File: config.mk
export PLATFORM = sky130hd
export DESIGN_NAME = mem_read_arbiter
export DESIGN_NICKNAME = d
export VERILOG_FILES = /design/src/rtl/mem_read_arb_pkg.sv /design/src/rtl/rr_pick.sv /design/src/rtl/mem_read_arbiter.sv
export SDC_FILE = /design/constraint.sdc
export NUM_CORES = 1
export LEC_CHECK = 0
export BUFFER_PORTS_ARGS = -buffer_cell sky130_fd_sc_hd__buf_2
export CELL_PAD_IN_SITES_DETAIL_PLACEMENT = 1
export CELL_PAD_IN_SITES_GLOBAL_PLACEMENT = 2
export CORE_MARGIN = 5
export CORE_UTILIZATION = 29
export DETAILED_ROUTE_END_ITERATION = 16
export GPL_ROUTABILITY_DRIVEN = 0
export PLACE_DENSITY = 0.91
export SLEW_MARGIN = 15
export SYNTH_ARGS = -nofsm -noshare
export SYNTH_HDL_FRONTEND = slang
export SYNTH_HIERARCHICAL = 1
export SYNTH_SLANG_ARGS = --single-unit
File: constraint.sdc
create_clock -name clk -period 5.65 [get_ports clk]
set_input_delay 0.8475 -clock clk [delete_from_list [all_inputs] [get_ports clk]]
set_output_delay 0.8475 -clock clk [all_outputs]
set_load 0.02 [all_outputs]
File: src/rtl/mem_read_arb_pkg.sv
// Shared types for mem_read_arbiter: FSM state encoding, statistics width and a saturating
// increment helper.
package mem_read_arb_pkg;

  localparam int unsigned STAT_WIDTH = 32;

  typedef enum logic [2:0] {
    S_IDLE    = 3'd0,
    S_REQ     = 3'd1,
    S_WAIT    = 3'd2,
    S_GRANT   = 3'd3,
    S_DELIVER = 3'd4
  } arb_state_t;

  function automatic logic [STAT_WIDTH-1:0] sat_inc(input logic [STAT_WIDTH-1:0] v);
    return (&v) ? v : v + 1'b1;
  endfunction

endpackage

File: src/rtl/rr_pick.sv
// Combinational round-robin picker: first set request bit at or after the pointer, wrapping
// at NUM_REQ-1 back to 0.
module rr_pick #(
  parameter int unsigned NUM_REQ = 4,
  parameter int unsigned IdxW    = 2
) (
  input  logic [NUM_REQ-1:0] i_req,
  input  logic [IdxW-1:0]    i_ptr,
  output logic               o_found,
  output logic [IdxW-1:0]    o_idx
);

  always_comb begin
    int unsigned j;
    j       = 0;
    o_found = 1'b0;
    o_idx   = '0;
    // Scan from the farthest offset down so the nearest match is the one left standing.
    for (int unsigned k = NUM_REQ; k > 0; k--) begin
      j = (32'(i_ptr) + k - 1) % NUM_REQ;
      if (i_req[IdxW'(j)]) begin
        o_found = 1'b1;
        o_idx   = IdxW'(j);
      end
    end
  end

endmodule

File: src/rtl/mem_read_arbiter.sv
// Round-robin arbiter sharing one read-only memory port among NUM_REQ cache miss ports.
// Define MEM_READ_ARB_STATS_EN to add saturating grant and wait-cycle counters.
module mem_read_arbiter
  import mem_read_arb_pkg::*;
#(
  parameter int unsigned NUM_REQ    = 4,
  parameter int unsigned ADDR_WIDTH = 16,
  parameter int unsigned DWIDTH     = 20
) (
  input  logic                          clk,
  input  logic                          rst_n,
  input  logic [NUM_REQ-1:0]            req_valid,
  input  logic [NUM_REQ*ADDR_WIDTH-1:0] req_addr,
  output logic [NUM_REQ-1:0]            req_ready,
  output logic [DWIDTH-1:0]             req_data,
  output logic                          mem_req_valid,
  output logic [ADDR_WIDTH-1:0]         mem_req_addr,
  input  logic                          mem_req_ready,
  input  logic                          mem_rsp_valid,
`ifdef MEM_READ_ARB_STATS_EN
  input  logic [DWIDTH-1:0]             mem_rsp_data,
  output logic [NUM_REQ*STAT_WIDTH-1:0] stat_grants,
  output logic [STAT_WIDTH-1:0]         stat_wait_cycles
`else
  input  logic [DWIDTH-1:0]             mem_rsp_data
`endif
);

  localparam int unsigned IdxW = (NUM_REQ > 1) ? $clog2(NUM_REQ) : 1;

  arb_state_t            r_state, w_state_d;
  logic [IdxW-1:0]       r_idx, w_idx_d;
  logic [IdxW-1:0]       r_ptr, w_ptr_d;
  logic [ADDR_WIDTH-1:0] r_addr, w_addr_d;
  logic [DWIDTH-1:0]     r_data, w_data_d;

  logic                  w_found;
  logic [IdxW-1:0]       w_pick_idx;
  logic [ADDR_WIDTH-1:0] w_addr [NUM_REQ];
  logic [NUM_REQ-1:0]    w_onehot;

  for (genvar g = 0; g < NUM_REQ; g++) begin : g_addr
    assign w_addr[g] = req_addr[g*ADDR_WIDTH +: ADDR_WIDTH];
  end

  rr_pick #(
    .NUM_REQ (NUM_REQ),
    .IdxW    (IdxW)
  ) u_rr_pick (
    .i_req   (req_valid),
    .i_ptr   (r_ptr),
    .o_found (w_found),
    .o_idx   (w_pick_idx)
  );

  always_comb begin
    w_state_d = r_state;
    w_idx_d   = r_idx;
    w_ptr_d   = r_ptr;
    w_addr_d  = r_addr;
    w_data_d  = r_data;
    unique case (r_state)
      S_IDLE: begin
        if (w_found) begin
          w_idx_d   = w_pick_idx;
          w_addr_d  = w_addr[w_pick_idx];
          w_state_d = S_REQ;
        end
      end
      S_REQ: begin
        if (mem_req_ready) begin
          if (mem_rsp_valid) begin
            w_data_d  = mem_rsp_data;
            w_state_d = S_GRANT;
          end else begin
            w_state_d = S_WAIT;
          end
        end
      end
      S_WAIT: begin
        if (mem_rsp_valid) begin
          w_data_d  = mem_rsp_data;
          w_state_d = S_GRANT;
        end
      end
      S_GRANT: begin
        // Pointer advances even when the requester dropped and no ready went out.
        w_ptr_d   = (r_idx == IdxW'(NUM_REQ - 1)) ? '0 : r_idx + 1'b1;
        w_state_d = S_DELIVER;
      end
      S_DELIVER: w_state_d = S_IDLE;
      default:   w_state_d = S_IDLE;
    endcase
  end

  always_ff @(posedge clk or negedge rst_n) begin
    if (!rst_n) begin
      r_state <= S_IDLE;
      r_idx   <= '0;
      r_ptr   <= '0;
      r_addr  <= '0;
      r_data  <= '0;
    end else begin
      r_state <= w_state_d;
      r_idx   <= w_idx_d;
      r_ptr   <= w_ptr_d;
      r_addr  <= w_addr_d;
      r_data  <= w_data_d;
    end
  end

  assign w_onehot      = NUM_REQ'(1) << r_idx;
  assign req_ready     = (r_state == S_GRANT) ? (req_valid & w_onehot) : '0;
  assign req_data      = r_data;
  assign mem_req_valid = (r_state == S_REQ);
  assign mem_req_addr  = r_addr;

`ifdef MEM_READ_ARB_STATS_EN
  logic [STAT_WIDTH-1:0] r_grants [NUM_REQ];
  logic [STAT_WIDTH-1:0] r_wait_cycles;

  always_ff @(posedge clk or negedge rst_n) begin
    if (!rst_n) begin
      for (int i = 0; i < NUM_REQ; i++) r_grants[i] <= '0;
      r_wait_cycles <= '0;
    end else begin
      for (int i = 0; i < NUM_REQ; i++) begin
        if (req_ready[i]) r_grants[i] <= sat_inc(r_grants[i]);
      end
      if (r_state == S_WAIT) r_wait_cycles <= sat_inc(r_wait_cycles);
    end
  end

  for (genvar g = 0; g < NUM_REQ; g++) begin : g_stat
    assign stat_grants[g*STAT_WIDTH +: STAT_WIDTH] = r_grants[g];
  end
  assign stat_wait_cycles = r_wait_cycles;
`endif

`ifndef SYNTHESIS
  // A memory response is only legal while a read is outstanding.
  a_rsp_in_flight: assert property (@(posedge clk) disable iff (!rst_n)
    mem_rsp_valid |-> (r_state == S_REQ || r_state == S_WAIT));
`endif

endmodule
### Yosys cells after proc, flatten, opt, wreduce, memory -nomap -nowiden

Index checks and enable logic that the tools add are counted.

| operators by class | value |
|---|---|
| shifts and indexed selects | 1 |
| eq/ne operators | 7 |
| bitwise operators | 2 |
| order comparisons | 5 |
| muxes and demuxes | 29 |
| $add $sub $neg | 9 |
| reductions and logical operators | 5 |

Operators by type and width:

| operator | count |
|---|---|
| 2-to-1 mux 20 bit | 2 |
| one-hot mux 20 bit (2 select lines) | 1 |
| binary-select mux 16 bit (select 2 bit) | 1 |
| 2-to-1 mux 16 bit | 2 |
| less-than comparator 2 x 3 -> 1 bit (second input constant) | 4 |
| one-hot mux 3 bit (4 select lines) | 1 |
| 2-to-1 mux 2 bit | 5 |
| 2-to-1 mux 1 bit | 9 |
| 2-to-1 mux 3 bit | 3 |
| binary-select mux 1 bit (select 2 bit) | 4 |
| subtractor 2 x 1 -> 2 bit (second input constant) | 4 |
| adder 2 x 1 -> 2 bit (second input constant) | 3 |
| equality test 3 x 2 -> 1 bit (second input constant) | 2 |
| adder 2 bit (second input constant) | 2 |
| AND 4 bit | 1 |
| 2-to-1 mux 4 bit | 1 |
| != test 2 x 1 -> 1 bit (second input constant) | 2 |
| AND reduction 2 bit | 2 |
| << shifter 1 x 2 -> 4 bit (first input constant) | 1 |
| equality test 3 x 1 -> 1 bit (second input constant) | 1 |
| >= comparator 3 bit (second input constant) | 1 |
| logical NOT 3 bit | 1 |
| NOT 2 -> 3 bit | 1 |
| AND reduction 3 bit | 1 |
| 3 further kinds | 3 |

| word-level totals | value |
|---|---|
| flip-flop bits (word level) | 43 |
| bits of input ports | 92 |
| word-level logic and storage cells | 63 |
| output and inout bits | 41 |

### Depth between registers and ports, before layout

Gate-level depths: netlist (run 1).

| depth | value |
|---|---|
| depth in word-level cells | 12 |
| mapped depth | 7 |
| gate-level depth less buffers | 5 |

### By module

Netlist (run 1), hierarchy kept.

Modules (own cells, without submodules):

| module | cells an instance | area each (µm²) | seq. area each (µm²) | times used |
|---|---|---|---|---|
| mem_read_arbiter | 134 | 2169.6 | 1076.0 | 1 |
| rr_pick | 13 | 77.6 | 0.0 | 1 |

### Worst setup path after synthesis (run 1)

No wires, ideal clock.

| timing | value |
|---|---|
| path kind | input-to-reg |
| from | in req_valid[1] |
| to | reg r_addr[10], in the netlist mem_req_addr[10] |
| library setup time | 0.125 ns |
| arrival | 2.208 ns |
| setup slack | 3.317 ns |
| cell stages on the path | 7 |
| buffers on the path | 2 |
| path through | nor3b_1 a211oi_1 nor2_1 clkbuf_1 buf_2 mux4_2 mux2_4 |

| between the ends | value |
|---|---|
| cells in the longest elaborated chain, start to end | 10 |
| elaborated cells on any way between the ends | 21 |
| classes of those cells | mux: 19; bitwise: 1; reduce/logical: 1 |

Ends and longest elaborated chain:

| item | line | source |
|---|---|---|
| start, declared | mem_read_arbiter.sv:12 | `input logic [NUM_REQ-1:0] req_valid,` |
| binary-select mux 1 bit (select 2 bit) | rr_pick.sv:21 | `if (i_req[IdxW'(j)]) begin` |
| 2-to-1 mux 1 bit (implied by the code) | rr_pick.sv:21 |  |
| 2-to-1 mux 2 bit (3 in series) | rr_pick.sv:21 |  |
| 2-to-1 mux 2 bit * | rr_pick.sv:21 |  |
| named net w_pick_idx[1] | mem_read_arbiter.sv:38 | `logic [IdxW-1:0] w_pick_idx;` |
| NOT 2 -> 3 bit (implied by the code) * | mem_read_arbiter.sv:66 | `w_addr_d = w_addr[w_pick_idx];` |
| binary-select mux 16 bit (select 2 bit) * | mem_read_arbiter.sv:66 |  |
| 2-to-1 mux 16 bit (implied by the code) * (2 in series) | mem_read_arbiter.sv:66 |  |
| end signal, assigned | mem_read_arbiter.sv:107 | `r_addr <= w_addr_d;` |
| end, declared | mem_read_arbiter.sv:34 | `logic [ADDR_WIDTH-1:0] r_addr, w_addr_d;` |

The timed path passes the listed nets; every way through them passes the cells marked *. The select of a mux whose other input is x is not followed.
A chain may end at the register's enable or synchronous reset.

### Final worst setup path (run 1)

| timing | value |
|---|---|
| from | in req_valid[3] |
| to | reg r_addr[3], in the netlist mem_req_addr[3] |

The elaborated chain is that of the path after synthesis.

==> qor.yml, run 1 <==
outcome:
  status: "finished clean"
min_path:
  hp-start: "req_data[14]"
  hold_path.class: "flip-flop to flip-flop"
logic_synthesis:
  synth_compound_area_share_pct: 2.39
  synthCells: 147
  syn-num-nets: 243
  ys_seq_area_share_pct: 47.9
  synth_area_leaders: "dfrtp_1 (48%), mux2_2 (15%), mux4_2 (9.0%), mux4_1 (8.2%), mux2_4 (6.0%)"
  synth_mux_area_share_pct: 38.2
  ys_ff_latch: 43
  synth_top_family_by_area: "multiplexers"
  avgSynthCellArea_um2: 15.3
  yosysUniqueCellTypes: 25
  synth-xor-area-share_pct: 0
  yosysWarnings: 6
  synth_adder_area_share_pct: 2.23
  syn_area_mm2: 0.00225
  synth_top_area_cell: "dfrtp_1"
  synth-simple-area-share_pct: 6.29
  netlist.area_leader.share_pct: 47.9
clock_tree:
  clkTransAtPathRegs_ns: 0.08
  post-cts-setup-buffers: 0
  cts_resized: 0
  cts.sink_count: 43
  postCtsHoldBufs: 0
  htree_levels: 2
  cts_buffers: 5
  cts_tree: "yes"
  root_buffer: "clkbuf_8"
  cts.path.max_buffers: 2
  clk_latency_ns: 0.29
floorplanning:
  start_util_pct: 29.4
  dieHeight_um: 98.0
  num_io_pins: 133
  dieArea_mm2: 0.00961
  placementRows: 32
  chipWidth_um: 98.0
  design.core.area_mm2: 0.00765
power_and_ir_drop:
  power_density_mw_per_mm2: 549
  p_leak_nw: 1.55
  ir_drop_uv: 160
global_route:
  grt_overflow: 0
  grt_max_degree: 44
  antenna_found_initial: 0
  grt_first_pass_wirelength_um: 10000
  grt_usage_pct: 12.8
  grt_pass1_vias: 2002
final_layout:
  drive_gt1_share_pct: 68.1
  num-nets-final: 377
  syn_to_final_growth_pct: 40.4
  n_antenna_cell: 0
  final_cell_mix: "buf_2 (132), dfrtp_1 (43), mux2_2 (29)"
  layout_commonest_cell: "buf_2"
  finalNonFillerCells: 384
sta:
  period_minus_slack_ns: 2.63
  worst-slew-pin-transition_ns: 1.10
  skew_ns: 0.00573
  hold_ws_ns: 0.506
  rsz0062_at_grt: "no"
  max_freq_mhz: 380
  maxSlewHeadroom_pct: 26.8
  fin_setup_tns_ns: 0
  drv_slew: 0
  setup_viol: 0
  hold_viol: 0
  post-route-period-util_pct: 46.5
drt:
  wl_per_cell_um: 15.6
  drc: 0
  ant_nets: 0
  wl_um: 5980
  drt-initial-drc-count: 30
  drtPass1Iterations: 6
  viasPerCell: 4.61
  num_vias: 1770
worst_setup_path:
  path_cells: "buf_2 -> mux2i_1 -> a211oi_4 -> buf_8 -> mux4_1 -> mux2_2"
  worstPathArrival_ns: 2.81
  start_kind: "input port"
  worstSetupPathType: "input port to flip-flop"
  cp_slowest_cell: "a211oi_4"
  cp_max_fo: 10
  crit_required_ns: 5.83
  endpoint_kind: "flip-flop"
  crit_path_max_incr_delay_ns: 0.65
  rr_startpoint: "r_ptr[1]"
  startpoint: "req_valid[3]"
job:
  maxCapViolCount: 0
place:
  io_buffers: 132
  placedCellCount: 375
  place_hpwl_um: 4790
worst paths after layout:
check,endpoint,slack [ns],cells after the start
worst min register to register,req_data[14],0.51,1
min in group asynchronous,req_data[17],0.70,1
max in group asynchronous,req_data[7],4.36,1
worst max-delay path,mem_req_addr[3],3.02,6
worst min-delay path,req_data[14],0.51,1
worst max register to register,mem_req_addr[3],3.18,5
worst max-delay path, delay by kind of cell:
kind | cells | cell delay [ns]
mux | 3 | 0.95
buf+inv | 2 | 0.35
compound gates | 1 | 0.65
routing by layer:
metal / vias up / GRT usage (%) / share of wire (%)
met1: 854 / 15.0 / 39
li1: 820 / - / -
met2: 91 / 22.3 / 50
met3: 5 / 4.57 / 9.3
met4: 0 / 3.19 / 1.0
met5: - / 0 / 0
cell families (layout without fill, tap and decap cells):
| family | Yosys count | count (layout) |
|---|---|---|
| buffers and inverters | 10 | 145 |
| muxes | 55 | 55 |
| AOI/OAI and AO/OA | 8 | 8 |
| adders and majority gates | 4 | 4 |
| and+or+nand+nor | 27 | 27 |
| DFF | 43 | 43 |
report_power, final:
group / leakage [nW] / switching [mW] / internal (mW)
clock: 0.0654 / 0.0999 / 0.177
sequential: 0.509 / 0.103 / 0.468
combinational: 0.978 / 0.444 / 0.443
total: 1.55 / 0.647 / 1.09
metrics by stage:
step / cell area (um^2) / total power, mW / utilization, % / setup slack [ns]
after detailed placement: 3010 / 1.48 / 39.3 / 2.43
after global routing: 3160 / 1.86 / 41.3 / 2.88
after floorplan: 2250 / 1.20 / - / 3.32
after CTS: 3140 / 1.76 / 41.1 / 2.75
final: 3160 / 1.73 / 41.3 / 3.02
after global placement: 3010 / 1.44 / 39.3 / 2.53
state kept, by name, summed over array words and instances, names as in the netlist:
name          cells
req_data         20
r_state           3
r_idx             2
r_ptr             2
mem_req_addr     16
synth_stat cells (all sizes together):
cell type	instances
nor2	7
nand3b	1
a2111oi	1
clkbuf	1
nand2b	5
mux4	16
inv	2
nor3b	2
nand2	6
a21oi	3
ha	4
dfrtp	43
nor3	1
mux2	38
nor4b	1
and3	4
mux2i	1
o21ai	2
a211oi	2
buf	7
layout make-up:
cell class	instances	area (um^2)
Clock buffer	6	72.6
Tap cell	102	128
Timing Repair Buffer	135	691
Multi-Input combinational cell	94	1120
Fill cell	838	4490
Sequential cell	43	1080
Inverter	2	7.51
Clock inverter	2	60.1
No activity file was read; power rests on OpenSTA's default activity.
==> run 2, diff against run 1 <==
- ABC_AREA: default -> 1
- CORE_UTILIZATION: 29 -> 23
- PLACE_DENSITY: 0.91 -> 0.85
- clock period: 5.65 -> 2.5 ns (I/O delays scaled with it)
==> run 2 against run 1 <==
Critical path depth is 9 higher. Power grew to 3.1 times the previous value. Combinational power grew to 3.8 times the previous value. Cell count is 84% higher. Flip-flop and latch count stayed put. Area after synthesis is 23% higher. Clock skew is 0.0010 ns lower. Largest cell class unchanged. Highest routed layer unchanged.
==> qor.yml, run 2 <==
power_and_ir_drop:
  power_density_mw_per_mm2: 1430  # was 549 mW/mm^2
  p_comb_share_pct: 63.0  # was 51.2%
  p_sw_mw: 2.70  # was 0.647 mW
  swShare_pct: 50.4  # was 37.3%
  internal-power_mw: 2.65  # was 1.09 mW
  ir_drop_uv: 405  # was 160 uV
  p_leak_nw: 2.28  # was 1.55 nW
  clockPowerShare_pct: 13.0  # was 15.9%
  seq_power_share_pct: 23.9  # was 32.9%
  finalPower_mw: 5.35  # was 1.73 mW
global_route:
  grt_use_met3_pct: 4.01  # was 4.57%
  grt_first_pass_wirelength_um: 16200  # was 10000 um
  busiest_layer: "met2"  # unchanged
  grt_max_degree: 44  # unchanged
  use_met1_pct: 17.0  # was 15.0%
  antenna_found_initial: 0  # unchanged
  grt_overflow: 0  # unchanged
  grt_usage_pct: 13.4  # was 12.8%
  grt.met2_usage_pct: 23.0  # was 22.3%
  grt_pass1_vias: 3355  # was 2002
drt:
  drt-initial-drc-count: 91  # was 30
  drc: 0  # unchanged
  viasPerCell: 4.32  # was 4.61
  drtPass1Iterations: 4  # was 6
  ant_nets: 0  # unchanged
  wl_um: 9440  # was 5980 um
  num_vias: 3050  # was 1770
  wl_per_cell_um: 13.4  # was 15.6 um
final_layout:
  fillCellCount: 1561  # was 838
  final_area_mm2: 0.00375  # was 0.00316 mm^2
  layout_commonest_cell: "nand2_1"  # was buf_2
  num-nets-final: 654  # was 377
  n_antenna_cell: 0  # unchanged
  syn_to_final_growth_pct: 35.5  # was 40.4%
  largest_register_ffs: 20  # unchanged
  final_cell_mix: "nand2_1 (191), buf_2 (132), nor2_1 (49)"  # was buf_2 (132), dfrtp_1 (43), mux2_2 (29)
  drive_gt1_share_pct: 31.3  # was 68.1%
logic_synthesis:
  avgSynthCellArea_um2: 6.45  # was 15.3 um^2
  syn-num-nets: 525  # was 243
  synth_flop_cell: "dfrtp_1"  # unchanged
  netlist.area_leader.share_pct: 38.9  # was 47.9%
  synthTopCellsByCount: "nand2_1 (192), nor2_1 (49), inv_1 (47)"  # was dfrtp_1 (43), mux2_2 (29), mux2_4 (9), mux4_2 (9)
  syn_area_mm2: 0.00277  # was 0.00225 mm^2
  synth_edf_count: 0  # unchanged
  synth-async-reset-ratio_pct: 100  # unchanged
  ys_seq_area_share_pct: 38.9  # was 47.9%
  ys_ff_latch: 43  # unchanged
  yosysMostFrequentCell: "nand2_1"  # was dfrtp_1
  synth_top_area_cell: "dfrtp_1"  # unchanged
  synth_area_leaders: "dfrtp_1 (39%), nand2_1 (26%), nor2_1 (6.7%), inv_1 (6.4%), nand4_1 (4.5%)"  # was dfrtp_1 (48%), mux2_2 (15%), mux4_2 (9.0%), mux4_1 (8.2%), mux2_4 (6.0%)
  yosysWarnings: 6  # unchanged
  synthCells: 429  # was 147
  yosysUniqueCellTypes: 25  # unchanged
sta:
  hold_viol: 0  # unchanged
  fin_setup_tns_ns: 0  # unchanged
  drv_slew: 0  # unchanged
  skew_ns: 0.00469  # was 0.00573 ns
  rsz0062_at_grt: "no"  # unchanged
  period_minus_slack_ns: 2.17
  worst-slew-pin-transition_ns: 0.483  # was 1.10 ns
  max_freq_mhz: 462
  maxSlewHeadroom_pct: 67.8  # was 26.8%
  setup_viol: 0  # unchanged
  post-route-period-util_pct: 86.6
place:
  io_buffers: 132  # unchanged
  place_hpwl_um: 7500  # was 4790 um
  place_area_mm2: 0.00356  # was 0.00301 mm^2
clock_tree:
  clk_latency_ns: 0.29  # about the same
  cts_buffers: 5  # unchanged
  clkTransAtPathRegs_ns: 0.06  # was 0.08 ns
  htree_levels: 2  # unchanged
  cts.sink_count: 43  # unchanged
  cts.path.max_buffers: 2  # unchanged
  cts_tree: "yes"  # unchanged
  postCtsHoldBufs: 0  # unchanged
  post-cts-setup-buffers: 0  # unchanged
  root_buffer: "clkbuf_16"  # was clkbuf_8
worst_setup_path:
  crit_required_ns: 2.73  # was 5.83 ns
  cp_slowest_cell: "dfrtp_2"  # was a211oi_4
  cpLargestDelayFamily: "simple AND/OR/NAND/NOR gates"  # was multiplexers
  start_kind: "flip-flop"  # was input port
  path_common_cell: "nand2_1"
  worstPathArrival_ns: 2.39  # was 2.81 ns
  rr_endpoint: "mem_req_addr[0]"  # was mem_req_addr[3]
  path_cells: "inv_1 -> nand2_1 -> nand3_1 -> nand2_1 -> nand3_1 -> nand2_1 -> nand2_1 -> nand2_4 -> buf_4 -> nor2_1 -> nor2_1 -> nand2_1 -> nand2_1 -> nand2_1 -> nand2_1"  # was buf_2 -> mux2i_1 -> a211oi_4 -> buf_8 -> mux4_1 -> mux2_2
  worstSetupPathType: "flip-flop to flip-flop"  # was input port to flip-flop
  crit_path_max_incr_delay_ns: 0.48  # was 0.65 ns
  rr_startpoint: "r_ptr[0]"  # was r_ptr[1]
  endpoint_kind: "flip-flop"  # unchanged
  worst-path-buf-inv: 2  # unchanged
  r2r_slack_ns: 0.33  # was 3.18 ns
  reg2reg_depth: 15  # was 5
  cp_max_fo: 34  # was 10
floorplanning:
  num_io_pins: 133  # unchanged
  dieArea_mm2: 0.0143  # was 0.00961 mm^2
  placementRows: 40  # was 32
  start_util_pct: 23.2  # was 29.4%
  dieHeight_um: 120  # was 98.0 um
  design.core.area_mm2: 0.0119  # was 0.00765 mm^2
  chipWidth_um: 120  # was 98.0 um
job:
  maxCapViolCount: 0  # unchanged
min_path:
  hold_path.class: "input port to async pin"  # was flip-flop to flip-flop
outcome:
  status: "finished clean"  # unchanged
==> run 2: area by class of cell <==
cell class	count	area, um^2	share of cell area (%)
tap	147	184	4.91
multi-input combinational	314	1380	36.8
timing repair buffer	143	756	20.2
sequential	43	1080	28.8
clock buffer	8	156	4.18
inverter	51	193	5.14
==> run 2: what timing repair did <==
action	4_1_cts	5_1_grt
cloned	0	0
endpoints found under the setup margin	1	9
resized for setup	1	1
==> run 2: cells by family (layout without fill, tap and decap cells) <==
logic type	after synthesis	count (layout)	synth area share, %
AOI/OAI and AO/OA	9	9	1.95
DFF	43	43	38.9
adders and majority gates	4	4	1.81
buffers and inverters	72	202	11.4
and+or+nand+nor	301	301	45.9
==> run 2: through the flow <==
step | utilization [%] | hold slack (ns) | instances | setup WS (ns)
after CTS | 31.3 | 0.301 | 705 | 0.172
after detailed placement | 29.9 | 0.461 | 697 | 0.0452
after global placement | 29.9 | 0.448 | 697 | 0.163
after floorplan | - | 0.0794 | 429 | 0.667
after global routing | 31.4 | 0.0610 | 706 | 0.0390
final | 31.4 | 0.0329 | 706 | 0.335
==> run 2: worst max-delay path by stage <==
stage          startpoint          endpoint  slack [ns]  depth (start not counted)
3_5_place_dp     r_ptr[0]   mem_req_addr[5]        0.05                         15
6_report         r_ptr[0]   mem_req_addr[0]        0.33                         15
4_1_cts          r_ptr[0]   mem_req_addr[0]        0.17                         15
3_3_place_gp     r_ptr[0]   mem_req_addr[0]        0.16                         16
5_1_grt          r_ptr[0]   mem_req_addr[0]        0.04                         15
2_1_floorplan    r_ptr[0]  mem_req_addr[10]        0.67                         14
==> run 2: power groups by stage <==
stage	clock network (mW)	logic (mW)	registers, mW
floorplan	0	2.13	1.59
global placement	0	3.33	1.28
detailed placement	0	3.43	1.30
CTS	0.728	3.45	1.29
global route	0.752	3.87	1.34
finish	0.698	3.37	1.28
==> run 2: routing by layer <==
layer  routed length [um]  up-vias
met4                   66        0
met3                  746        7
met5                    0        -
met2                 4310      108
met1                 4320     1378
li1                     -     1557
==> run 3, diff against run 2 <==
- CORE_ASPECT_RATIO: default -> 0.9
==> run 3 against run 2 <==
Largest power group unchanged. Critical endpoint is now mem_req_addr[15]. Worst setup slack worse by 0.044 ns. Critical path depth down 1. Largest cell class unchanged. First-iteration DRC count up 93%.
==> qor.yml, run 3 (same netlist as run 2, synthesis figures left out) <==
floorplanning:
  design.core.area_mm2: 0.0119  # about the same
  chipWidth_um: 126  # was 120 um
  num_io_pins: 133  # unchanged
  dieArea_mm2: 0.0143  # about the same
  dieHeight_um: 114  # was 120 um
  start_util_pct: 23.2  # about the same
  placementRows: 38  # was 40
worst_setup_path:
  cp_max_fo: 65  # was 34
  setup.worst_path.end: "mem_req_addr[15]"  # was mem_req_addr[0]
  r2r_slack_ns: 0.29  # was 0.33 ns
  worstSetupPathType: "flip-flop to flip-flop"  # unchanged
  rr_endpoint: "mem_req_addr[15]"  # was mem_req_addr[0]
  startpoint: "r_ptr[0]"  # unchanged
  rr_startpoint: "r_ptr[0]"  # unchanged
  start_kind: "flip-flop"  # unchanged
  crit_required_ns: 2.67  # was 2.73 ns
  endpoint_kind: "flip-flop"  # unchanged
  reg2reg_depth: 14  # was 15
  worstPathArrival_ns: 2.38  # was 2.39 ns
power_and_ir_drop:
  p_leak_nw: 2.27  # was 2.28 nW
  ir_drop_uv: 479  # was 405 uV
  power_density_mw_per_mm2: 1440  # was 1430 mW/mm^2
clock_tree:
  cts_resized: 0  # was 1
  root_buffer: "clkbuf_16"  # unchanged
  clk_latency_ns: 0.28  # was 0.29 ns
  cts.path.max_buffers: 2  # unchanged
  cts_buffers: 5  # unchanged
  post-cts-setup-buffers: 0  # unchanged
  cts_tree: "yes"  # unchanged
  cts.sink_count: 43  # unchanged
  postCtsHoldBufs: 0  # unchanged
  htree_levels: 2  # unchanged
  clkTransAtPathRegs_ns: 0.06  # about the same
final_layout:
  n_antenna_cell: 0  # unchanged
  fillCellCount: 1547  # was 1561
  drive_gt1_share_pct: 30.7  # was 31.3%
  final_cell_mix: "nand2_1 (191), buf_2 (132), nor2_1 (49)"  # unchanged
  syn_to_final_growth_pct: 35.8  # was 35.5%
  layout_commonest_cell: "nand2_1"  # unchanged
  num-nets-final: 649  # was 654
  largest_register_ffs: 20  # unchanged
  utilization_pct: 31.5  # was 31.4%
global_route:
  antenna_found_initial: 0  # unchanged
  grt_overflow: 0  # unchanged
  grt_first_pass_wirelength_um: 15200  # was 16200 um
  grt_pass1_vias: 3194  # was 3355
  grt_max_degree: 66  # was 44
  grt_usage_pct: 12.8  # was 13.4%
drt:
  drc: 0  # unchanged
  drtPass1Iterations: 4  # unchanged
  viasPerCell: 4.23  # was 4.32
  num_vias: 3022  # was 3050
  ant_nets: 0  # unchanged
  wl_per_cell_um: 12.9  # was 13.4 um
  drt-initial-drc-count: 176  # was 91
  wl_um: 9240  # was 9440 um
sta:
  post-route-period-util_pct: 88.4  # was 86.6%
  skew_ns: 0.00315  # was 0.00469 ns
  drv_slew: 0  # unchanged
  worst-slew-pin-transition_ns: 0.521  # was 0.483 ns
  setup_viol: 0  # unchanged
  fin_setup_tns_ns: 0  # unchanged
  max_freq_mhz: 453  # was 462 MHz
  finalWorstSetupSlack_ns: 0.291  # was 0.335 ns
  hold_viol: 0  # unchanged
  period_minus_slack_ns: 2.21  # was 2.17 ns
  rsz0062_at_grt: "no"  # unchanged
  maxSlewHeadroom_pct: 65.3  # was 67.8%
place:
  place_hpwl_um: 7390  # was 7500 um
  dp_slack_ns: 0.290  # was 0.0452 ns
  io_buffers: 132  # unchanged
min_path:
  hold_path.class: "input port to async pin"  # unchanged
outcome:
  status: "finished clean"  # unchanged
job:
  maxCapViolCount: 0  # unchanged
[run 3: cell count changes in the layout (fill, tap and decap cells not counted)]
cell | previous run | this run
buf_4 | 10 | 5
bufinv_16 | 0 | 2
clkbuf_8 | 2 | 0
clkbuf_1 | 1 | 0
clkinvlp_4 | 0 | 1
dfrtp_1 | 42 | 43
dfrtp_2 | 1 | 0
nand2_2 | 4 | 5
nand2_4 | 1 | 0
[run 3: power by group]
part	total [mW]	switching (mW)	internal, mW	leakage (nW)
Clock	0.848	0.276	0.572	0.0900
Sequential	1.28	0.240	1.04	0.534
Combinational	3.29	2.18	1.11	1.65
[run 3: worst min path at each step]
stage	start	endpoint	slack [ns]	cells after the start
final	rst_n	mem_req_addr[9]	0.06	1
after CTS	rst_n	mem_req_addr[9]	0.08	1
after detailed placement	rst_n	mem_req_addr[9]	0.38	1
after global routing	rst_n	mem_req_addr[9]	0.12	1
after global placement	rst_n	mem_req_addr[15]	0.39	1
after floorplan	rst_n	mem_req_addr[0]	0.08	0
[run 3: area by class of cell]
class,instances,area (um^2),share of cell area (%)
clock buffers,5,125,3.33
clock inverters,3,67.6,1.80
inverters,51,193,5.13
multi-input cells,314,1380,36.6
flip-flops and latches,43,1080,28.7
well taps,160,200,5.33
repair buffers,138,718,19.1
[run 3: metrics by stage]
stage / cell area [um^2] / hold slack [ns] / instances / power (mW)
5_1_grt: 3750 / 0.116 / 714 / 6.02
3_5_place_dp: 3560 / 0.384 / 706 / 4.66
3_3_place_gp: 3560 / 0.390 / 706 / 4.56
2_1_floorplan: 2770 / 0.0794 / 429 / 3.72
4_1_cts: 3750 / 0.0812 / 714 / 5.54
6_report: 3750 / 0.0650 / 714 / 5.42
[run 3: worst max-delay path, cell delays in order, from the launching register on]
cell	delay [ns]
dfrtp_1	0.57
inv_1	0.15
nand2_1	0.11
and2_4	0.15
nand2_2	0.05
nand2_2	0.07
clkinv_2	0.05
nand3_1	0.09
nand2_2	0.07
buf_12	0.19
or2_2	0.31
nand3_1	0.08
nand2_1	0.08
nand2_1	0.06
nand2_1	0.05
[run 3: metal layers]
layer | GRT usage, % | up-vias | wire length, um
met2 | 22.5 | 68 | 4550
met4 | 1.08 | 0 | 11
met1 | 16.5 | 1406 | 4140
met3 | 3.32 | 2 | 535
met5 | 0 | - | 0
li1 | - | 1546 | -
